## src/rtl/dump_sequencer.sv

```systemverilog
// dump_sequencer: streams ENTRIES samples of one capture channel to the host, one byte per UART handshake.
// Ports:
//   clk, rst            - clock, synchronous active-high reset
//   start, abort        - dump request / cancel
//   ch_sel              - channel to dump (1..5 valid, others answered with 8'hEE)
//   waddr               - capture write pointer, addresses the oldest sample
//   rdataCH1..rdataCH5  - channel RAM read data (1-cycle latency from raddr)
//   resp_sent           - transmitter finished current byte
//   raddr               - read address shared by all channel RAMs
//   resp, send_resp     - byte to host and its one-cycle transmit request
//   busy, done          - not idle / one-cycle completion pulse
module dump_sequencer #(
    parameter int ENTRIES = 384,
    parameter int LOG2    = 9
) (
    input  logic            clk,
    input  logic            rst,
    input  logic            start,
    input  logic            abort,
    input  logic [2:0]      ch_sel,
    input  logic [LOG2-1:0] waddr,
    input  logic [7:0]      rdataCH1,
    input  logic [7:0]      rdataCH2,
    input  logic [7:0]      rdataCH3,
    input  logic [7:0]      rdataCH4,
    input  logic [7:0]      rdataCH5,
    input  logic            resp_sent,
    output logic [LOG2-1:0] raddr,
    output logic [7:0]      resp,
    output logic            send_resp,
    output logic            busy,
    output logic            done
);
    localparam logic [2:0] IDLE     = 3'd0;
    localparam logic [2:0] RD1      = 3'd1;
    localparam logic [2:0] RD2      = 3'd2;
    localparam logic [2:0] WAIT     = 3'd3;
    localparam logic [2:0] NAK_WAIT = 3'd4;
    localparam logic [LOG2-1:0] LAST = LOG2'(ENTRIES - 1);

    logic [2:0]      state;
    logic [2:0]      ch;
    logic [LOG2-1:0] count;
    logic [7:0]      rdata;
    logic            ch_ok;

    always_comb ch_ok = (ch_sel >= 3'd1) && (ch_sel <= 3'd5);

    // ch is latched at acceptance so later ch_sel changes cannot redirect the dump
    always_comb rdata = (ch == 3'd1) ? rdataCH1 :
                        (ch == 3'd2) ? rdataCH2 :
                        (ch == 3'd3) ? rdataCH3 :
                        (ch == 3'd4) ? rdataCH4 : rdataCH5;

    assign busy = (state != IDLE);

    always_ff @(posedge clk) begin
        if (rst) begin
            state     <= IDLE;
            ch        <= 3'd0;
            count     <= '0;
            raddr     <= '0;
            resp      <= 8'h00;
            send_resp <= 1'b0;
            done      <= 1'b0;
        end else begin
            send_resp <= 1'b0;
            done      <= 1'b0;
            // abort also covers IDLE, where it suppresses a simultaneous start
            if (abort) begin
                state <= IDLE;
            end else begin
                case (state)
                    IDLE: if (start) begin
                        if (ch_ok) begin
                            ch    <= ch_sel;
                            raddr <= waddr;
                            count <= '0;
                            state <= RD1;
                        end else begin
                            resp      <= 8'hEE;
                            send_resp <= 1'b1;
                            state     <= NAK_WAIT;
                        end
                    end
                    RD1: state <= RD2;
                    RD2: begin
                        resp      <= rdata;
                        send_resp <= 1'b1;
                        state     <= WAIT;
                    end
                    WAIT: if (resp_sent) begin
                        if (count == LAST) begin
                            done  <= 1'b1;
                            state <= IDLE;
                        end else begin
                            count <= count + 1'b1;
                            raddr <= (raddr == LAST) ? '0 : raddr + 1'b1;
                            state <= RD1;
                        end
                    end
                    NAK_WAIT: if (resp_sent) state <= IDLE;
                    default: state <= IDLE;
                endcase
            end
        end
    end
endmodule

```

## config.mk

```make
export PLATFORM = sky130hd
export DESIGN_NAME = dump_sequencer
export DESIGN_NICKNAME = d
export VERILOG_FILES = /design/src/rtl/dump_sequencer.sv
export SDC_FILE = /design/constraint.sdc
export NUM_CORES = 1
export LEC_CHECK = 0
export ABC_CLOCK_PERIOD_IN_PS = 2700
export BUFFER_PORTS_ARGS = -buffer_cell sky130_fd_sc_hd__clkbuf_2
export CORE_UTILIZATION = 45
export DETAILED_ROUTE_END_ITERATION = 8
export GPL_TIMING_DRIVEN = 0
export PLACE_DENSITY = 0.83
export SKIP_LAST_GASP = 1
export SLEW_MARGIN = 15
export SYNTH_ARGS = -nofsm -noshare
export SYNTH_HDL_FRONTEND = slang
export SYNTH_SLANG_ARGS = --single-unit
export TNS_END_PERCENT = 5
```

## constraint.sdc

```tcl
create_clock -name clk -period 2.7 [get_ports clk]
set_input_delay 0.405 -clock clk [delete_from_list [all_inputs] [get_ports clk]]
set_output_delay 0.405 -clock clk [all_outputs]
set_load 0.005 [all_outputs]
```

==> out/metrics.yaml, run 1 <==
pwr:
  p_int_uw: 826
  p_sw_uw: 311
  switching_share_pct: 27.4
  peakVddDrop_uv: 260
  seq_power_share_pct: 46.9
  combPwrFrac_pct: 19.4
  power.density_nw_per_um2: 422
  p_leak_nw: 1.10
  p_clk_share_pct: 33.7
global_routing:
  track_usage_pct: 23.8
  grt_overflow: 0
  grt_max_degree: 11
  grt_first_pass_wirelength_mm: 9.58
  antenna_found_initial: 0
  grt_pass1_vias: 2116
floorplanning:
  fp.dieW_um: 71.4
  num_rows: 24
  die_h_um: 71.4
  coreArea_sq_um: 4470
  initial_core_util_pct: 48.4
  ioPinCount: 77
  dieArea_sq_um: 5090
synth:
  ys.flop_type: "dfxtp_1"
  yosysSeqAreaShare_pct: 31.4
  synth-edff-count: 0
  synth-warning-count: 0
  synthDistinctLibCells: 54
  syn_avg_cell_area_sq_um: 8.11
  syn_inst: 267
  ys_ff_latch: 34
  postSynth.asyncResetShare_pct: 0
  syn_nets: 326
  netlist_area_sq_um: 2170
outcome:
  status: "complete, but fails checks"
  violations: "design-rule violations"
clocking:
  clk_pin_slew_ns: 0.06
  cts_resized: 0
  ctsHoldBuffers: 0
  clkSinkCount: 34
  clk_latency_ns: 0.29
  cts_tree: "yes"
  cts_root_buf: "clkbuf_8"
  htree_levels: 2
  post_cts_buffers: 0
  clockBufferDepth: 2
  cts_made_buffers: 5
worst_setup_path:
  critPathLaunchType: "flop"
  worstPathRequired_ns: 2.87
  path_class: "reg -> reg"
  end_kind: "flop"
  crit_fanout: 6
  arrival_ns: 2.60
finish:
  num-nets-final: 408
  drive_gt1_share_pct: 29.4
  final_area_sq_um: 2700
  diodes: 0
  syn_to_final_growth_pct: 24.6
  fin_cells: 402
  final_util_pct: 60.3
timing:
  worst_slew_pin_slew_ns: 1.02
  clock.fmax_mhz: 412
  skew_ns: 0.00664
  period_needed_ns: 2.43
  slew_headroom_pct: 30.8
  final.setup.tns_ns: 0
  fin_crit_sh_pct: 89.9
  slew_violations: 0
  setup_viol: 0
  rsz0062_at_grt: "no"
  layout_setup_ws_ns: 0.273
  hold_violations: 0
placed_design:
  dpl_cell_area_sq_um: 2610
  dp.cells: 394
  hpwl_mm: 4.54
  io_buffer_count: 75
  gp_congestion: 0.846
  pre_cts_ws_ns: 0.314
worst_hold_path:
  min_path_type: "in -> reg"
route:
  routedWlPerCell_um: 14.6
  vias_per_cell: 5.94
  drt_first_pass_iters: 6
  wl_mm: 5.89
  antenna_left: 0
  vias: 2387
  drt_iter0_drc: 200
  drc: 8
run:
  cap_violations: 0
critical path, cell delays in order (launching register included):
cell and delay [ns]:
dfxtp_1 0.42, ha_1 0.23, nand3_1 0.17, o41ai_1 0.86
nand4b_1 0.29, nor3_1 0.07, a211o_1 0.28
power groups by stage:
stage / clock, mW / combinational, mW / sequential, mW
CTS: 0.395 / 0.220 / 0.533
global route: 0.414 / 0.242 / 0.535
global placement: 0 / 0.215 / 0.543
floorplan: 0 / 0.129 / 0.542
detailed placement: 0 / 0.218 / 0.544
finish: 0.384 / 0.220 / 0.533
layout make-up:
type | instances | area, sq um
Timing Repair Buffer | 75 | 375
Fill cell | 429 | 1780
Clock buffer | 7 | 86.3
Tap cell | 52 | 65.1
Clock inverter | 1 | 5.00
Sequential cell | 34 | 681
Inverter | 7 | 26.3
Buffer | 18 | 77.6
Multi-Input combinational cell | 208 | 1380
cell usage after synthesis, types with 2 or more instances:
cell | number | area, sq um
inv_1 | 7 | 26.3
or4_1 | 2 | 15.0
o31ai_1 | 2 | 15.0
nor3_1 | 4 | 20.0
o41ai_1 | 3 | 26.3
nor4_1 | 3 | 18.8
a221o_1 | 2 | 20.0
or2_2 | 3 | 18.8
a31o_2 | 2 | 17.5
mux2_2 | 8 | 90.1
a21o_1 | 2 | 15.0
a21oi_1 | 21 | 105
a222oi_1 | 2 | 20.0
o21a_1 | 7 | 52.6
dfxtp_1 | 34 | 681
and2_1 | 3 | 18.8
nor2b_1 | 5 | 31.3
o21ai_0 | 10 | 50.1
a22o_1 | 8 | 70.1
buf_2 | 2 | 10.0
clkbuf_1 | 14 | 52.6
a2bb2oi_1 | 6 | 52.6
a31oi_1 | 9 | 56.3
nand2_1 | 20 | 75.1
a22oi_1 | 14 | 105
nand4_1 | 3 | 18.8
a211oi_1 | 4 | 30.0
a211o_1 | 2 | 17.5
or3_1 | 8 | 50.1
nand4b_1 | 2 | 17.5
nor2_1 | 21 | 78.8
nand3_1 | 10 | 50.1
ha_1 | 2 | 25.0
nand3b_1 | 2 | 15.0
layer usage:
metal / GRT usage, % / routed length [um] / vias up
met5: 0 / 0 / -
met4: 7.33 / 72 / 0
met3: 4.92 / 448 / 7
met2: 38.9 / 2650 / 100
met1: 31.7 / 2720 / 1088
li1: - / - / 1192
metrics by stage:
step,power (mW),hold WS [ns]
floorplan,0.671,0.458
CTS,1.15,0.324
detailed placement,0.762,0.461
finish,1.14,0.333
global route,1.19,0.346
global placement,0.758,0.451
flip-flops by register name (all words and copies together), names as in the netlist:
| name | flops |
|---|---|
| ch | 3 |
| count | 9 |
| done | 1 |
| raddr | 9 |
| resp | 8 |
| send_resp | 1 |
| state | 3 |
cells by family after synthesis:
kind of cell	Yosys count	share of synthesized area [%]
buffers and inverters	25	4.79
AOI/OAI and AO/OA	104	35.4
DFF	34	31.4
adders and majority gates	2	1.16
muxes	9	4.62
and+or+nand+nor	92	22.2
xor gates and xnor gates	1	0.404
path summary, 6_finish.rpt:
kind,cells past startpoint,slack (ns),startpoint,to
max,6,0.27,raddr[0],raddr[4]
min,2,0.33,waddr[1],raddr[1]
max reg2reg,6,0.27,raddr[0],raddr[4]
min reg2reg,1,0.47,resp[1],resp[1]
layout by cell type, fill, tap and decap left out, types with 3 or more instances in the layout:
master	synthesis	layout
clkbuf_1	14	15
o41ai_1	3	3
a211oi_1	4	4
a21oi_1	21	21
a22o_1	8	8
inv_1	7	7
or2_2	3	3
a2bb2oi_1	6	6
nand3_1	10	10
a31oi_1	9	9
nand4_1	3	3
nor3_1	4	4
nor2_1	21	21
o21ai_0	10	10
nor4_1	3	3
o21a_1	7	7
clkbuf_2	0	75
dfxtp_1	34	34
clkbuf_8	0	6
nor2b_1	5	5
a22oi_1	14	14
or3_1	8	8
nand2_1	20	20
and2_1	3	3
mux2_2	8	8
Power figures use the tool's default switching activity.
==> run 2: changes to the inputs <==
--- a/config.mk
+++ b/config.mk
@@ -7,6 +7,7 @@
 export LEC_CHECK = 0
 export ABC_CLOCK_PERIOD_IN_PS = 2700
 export BUFFER_PORTS_ARGS = -buffer_cell sky130_fd_sc_hd__clkbuf_2
+export CORE_ASPECT_RATIO = 1.2
 export CORE_UTILIZATION = 45
 export DETAILED_ROUTE_END_ITERATION = 8
 export GPL_TIMING_DRIVEN = 0
==> run 2 against run 1 <==
Sequential share of layout area is 0.24 points lower. Clock power is 15% higher. Global-route usage is 0.18 points lower. Non-clock buffer count stayed put. Sequential power hardly changed. Count of clock-buffer cells in the layout is 1 higher. The flow now finishes without violations. Register-to-register slack worse by 0.03 ns. Design area is 0.97% higher. Power is 5.0% higher. Highest routed layer unchanged. Worst setup slack worse by 0.026 ns. Critical path type unchanged. Combinational power hardly changed. Largest power group unchanged.
==> out/metrics.yaml, run 2 (synthesis results as in run 1) <==
route:
  drc: 0
  antenna_left: 0
  vias_per_cell: 5.92
  drt_first_pass_iters: 5
  drt_iter0_drc: 153
  wl_mm: 5.87
  routedWlPerCell_um: 14.4
  vias: 2417
timing:
  worst_slew_pin_slew_ns: 1.04
  hold_violations: 0
  worst_hold_slack_ns: 0.328
  skew_ns: 0.00437
  final.setup.tns_ns: 0
  slew_violations: 0
  rsz0062_at_grt: "no"
  setup_viol: 0
  period_needed_ns: 2.45
  clock.fmax_mhz: 408
  fin_crit_sh_pct: 90.8
  slew_headroom_pct: 29.7
finish:
  reg_top3: "count (9), raddr (9), resp (8)"
  mostFrequentLayoutCells: "clkbuf_2, dfxtp_1, a21oi_1, nor2_1, nand2_1"
  syn_to_final_growth_pct: 25.8
  final_util_pct: 59.3
  fin_cells: 408
  final_common_cell: "clkbuf_2"
  num-nets-final: 408
  drive_gt1_share_pct: 29.7
  final_area_sq_um: 2720
  diodes: 0
pwr:
  power.density_nw_per_um2: 438
  peakVddDrop_uv: 259
  p_leak_nw: 1.11
worst_setup_path:
  crit_chain: "ha_1 -> nand3_1 -> o41ai_1 -> nand4b_1 -> nor3_1 -> a211o_1"
  critPathLaunchType: "flop"
  end_kind: "flop"
  path_class: "reg -> reg"
  critPathSlowestCell: "o41ai_1"
  cp_num_buf_inv: 0
  worstPathRequired_ns: 2.88
  arrival_ns: 2.63
  r2r_setup_slack_ns: 0.25
  cpPeakStageDelay_ns: 0.88
  crit_fanout: 6
  crit_family: "compound AO/OA/AOI/OAI gates"
run:
  cap_violations: 0
global_routing:
  grt_max_degree: 11
  grt_util_met3_pct: 4.85
  use_met2_pct: 41.3
  track_usage_pct: 23.6
  top_usage_layer: "met2"
  gr-usage-met1_pct: 27.8
  grt_first_pass_wirelength_mm: 9.40
  antenna_found_initial: 0
  grt_pass1_vias: 2143
  grt_overflow: 0
placed_design:
  dpl_cell_area_sq_um: 2610
  io_buffer_count: 75
  dp.cells: 400
  hpwl_mm: 4.50
  gp_congestion: 0.883
clocking:
  cts_made_buffers: 5
  htree_levels: 2
  clk_pin_slew_ns: 0.06
  cts_root_buf: "clkbuf_8"
  ctsHoldBuffers: 0
  cts_tree: "yes"
  clkSinkCount: 34
  cts_resized: 0
  post_cts_buffers: 0
  clockBufferDepth: 2
  clk_latency_ns: 0.29
floorplanning:
  coreArea_sq_um: 4590
  num_rows: 27
  ioPinCount: 77
  die_h_um: 78.0
  initial_core_util_pct: 47.1
  dieArea_sq_um: 5100
  fp.dieW_um: 65.3
outcome:
  status: "complete, no violations"
worst_hold_path:
  min_path_type: "in -> reg"
run 2: changes by cell type in the layout (fill, tap and decap cells not counted), sizes merged:
cell    delta
clkbuf     +1
clkinv     -1
run 2: per-layer routing:
| layer | wire, um | up-vias |
|---|---|---|
| met3 | 415 | 10 |
| met2 | 2880 | 98 |
| met5 | 0 | - |
| met1 | 2490 | 1120 |
| met4 | 91 | 0 |
| li1 | - | 1189 |
run 2: power by group:
group	switching, mW	internal (mW)	total [mW]
clock	0.183	0.257	0.440
sequential	0.0148	0.518	0.533
combinational	0.118	0.102	0.220
total	0.316	0.878	1.19
run 2: through the flow:
step                      setup slack (ns)  power [mW]
after CTS                            0.291        1.20
after global placement               0.344       0.758
after floorplan                      0.739       0.671
after detailed placement             0.288       0.762
after global routing                0.0893        1.25
final                                0.247        1.19
run 2: cell type report:
cell class                      instances  area, sq um
Buffer                                 18         77.6
Clock buffer                            8          110
Fill cell                             437         1870
Inverter                                7         26.3
Multi-Input combinational cell        208         1380
Sequential cell                        34          681
Tap cell                               58         72.6
Timing Repair Buffer                   75          375
run 2: worst register-to-register path: cells and delay by family, from the launching register on:
kind                       cells  cell delay, ns
AOI/OAI and AO/OA              2            1.15
and+or+nand+nor                3            0.53
DFF                            1            0.42
adders and majority gates      1            0.23
run 2: path summary, 6_finish.rpt:
check                              start       end  cells after the start
worst max-delay path            raddr[0]  raddr[4]                      6
worst min-delay path            waddr[4]  raddr[4]                      2
worst max register to register  raddr[0]  raddr[4]                      6
worst min register to register   resp[7]   resp[7]                      1
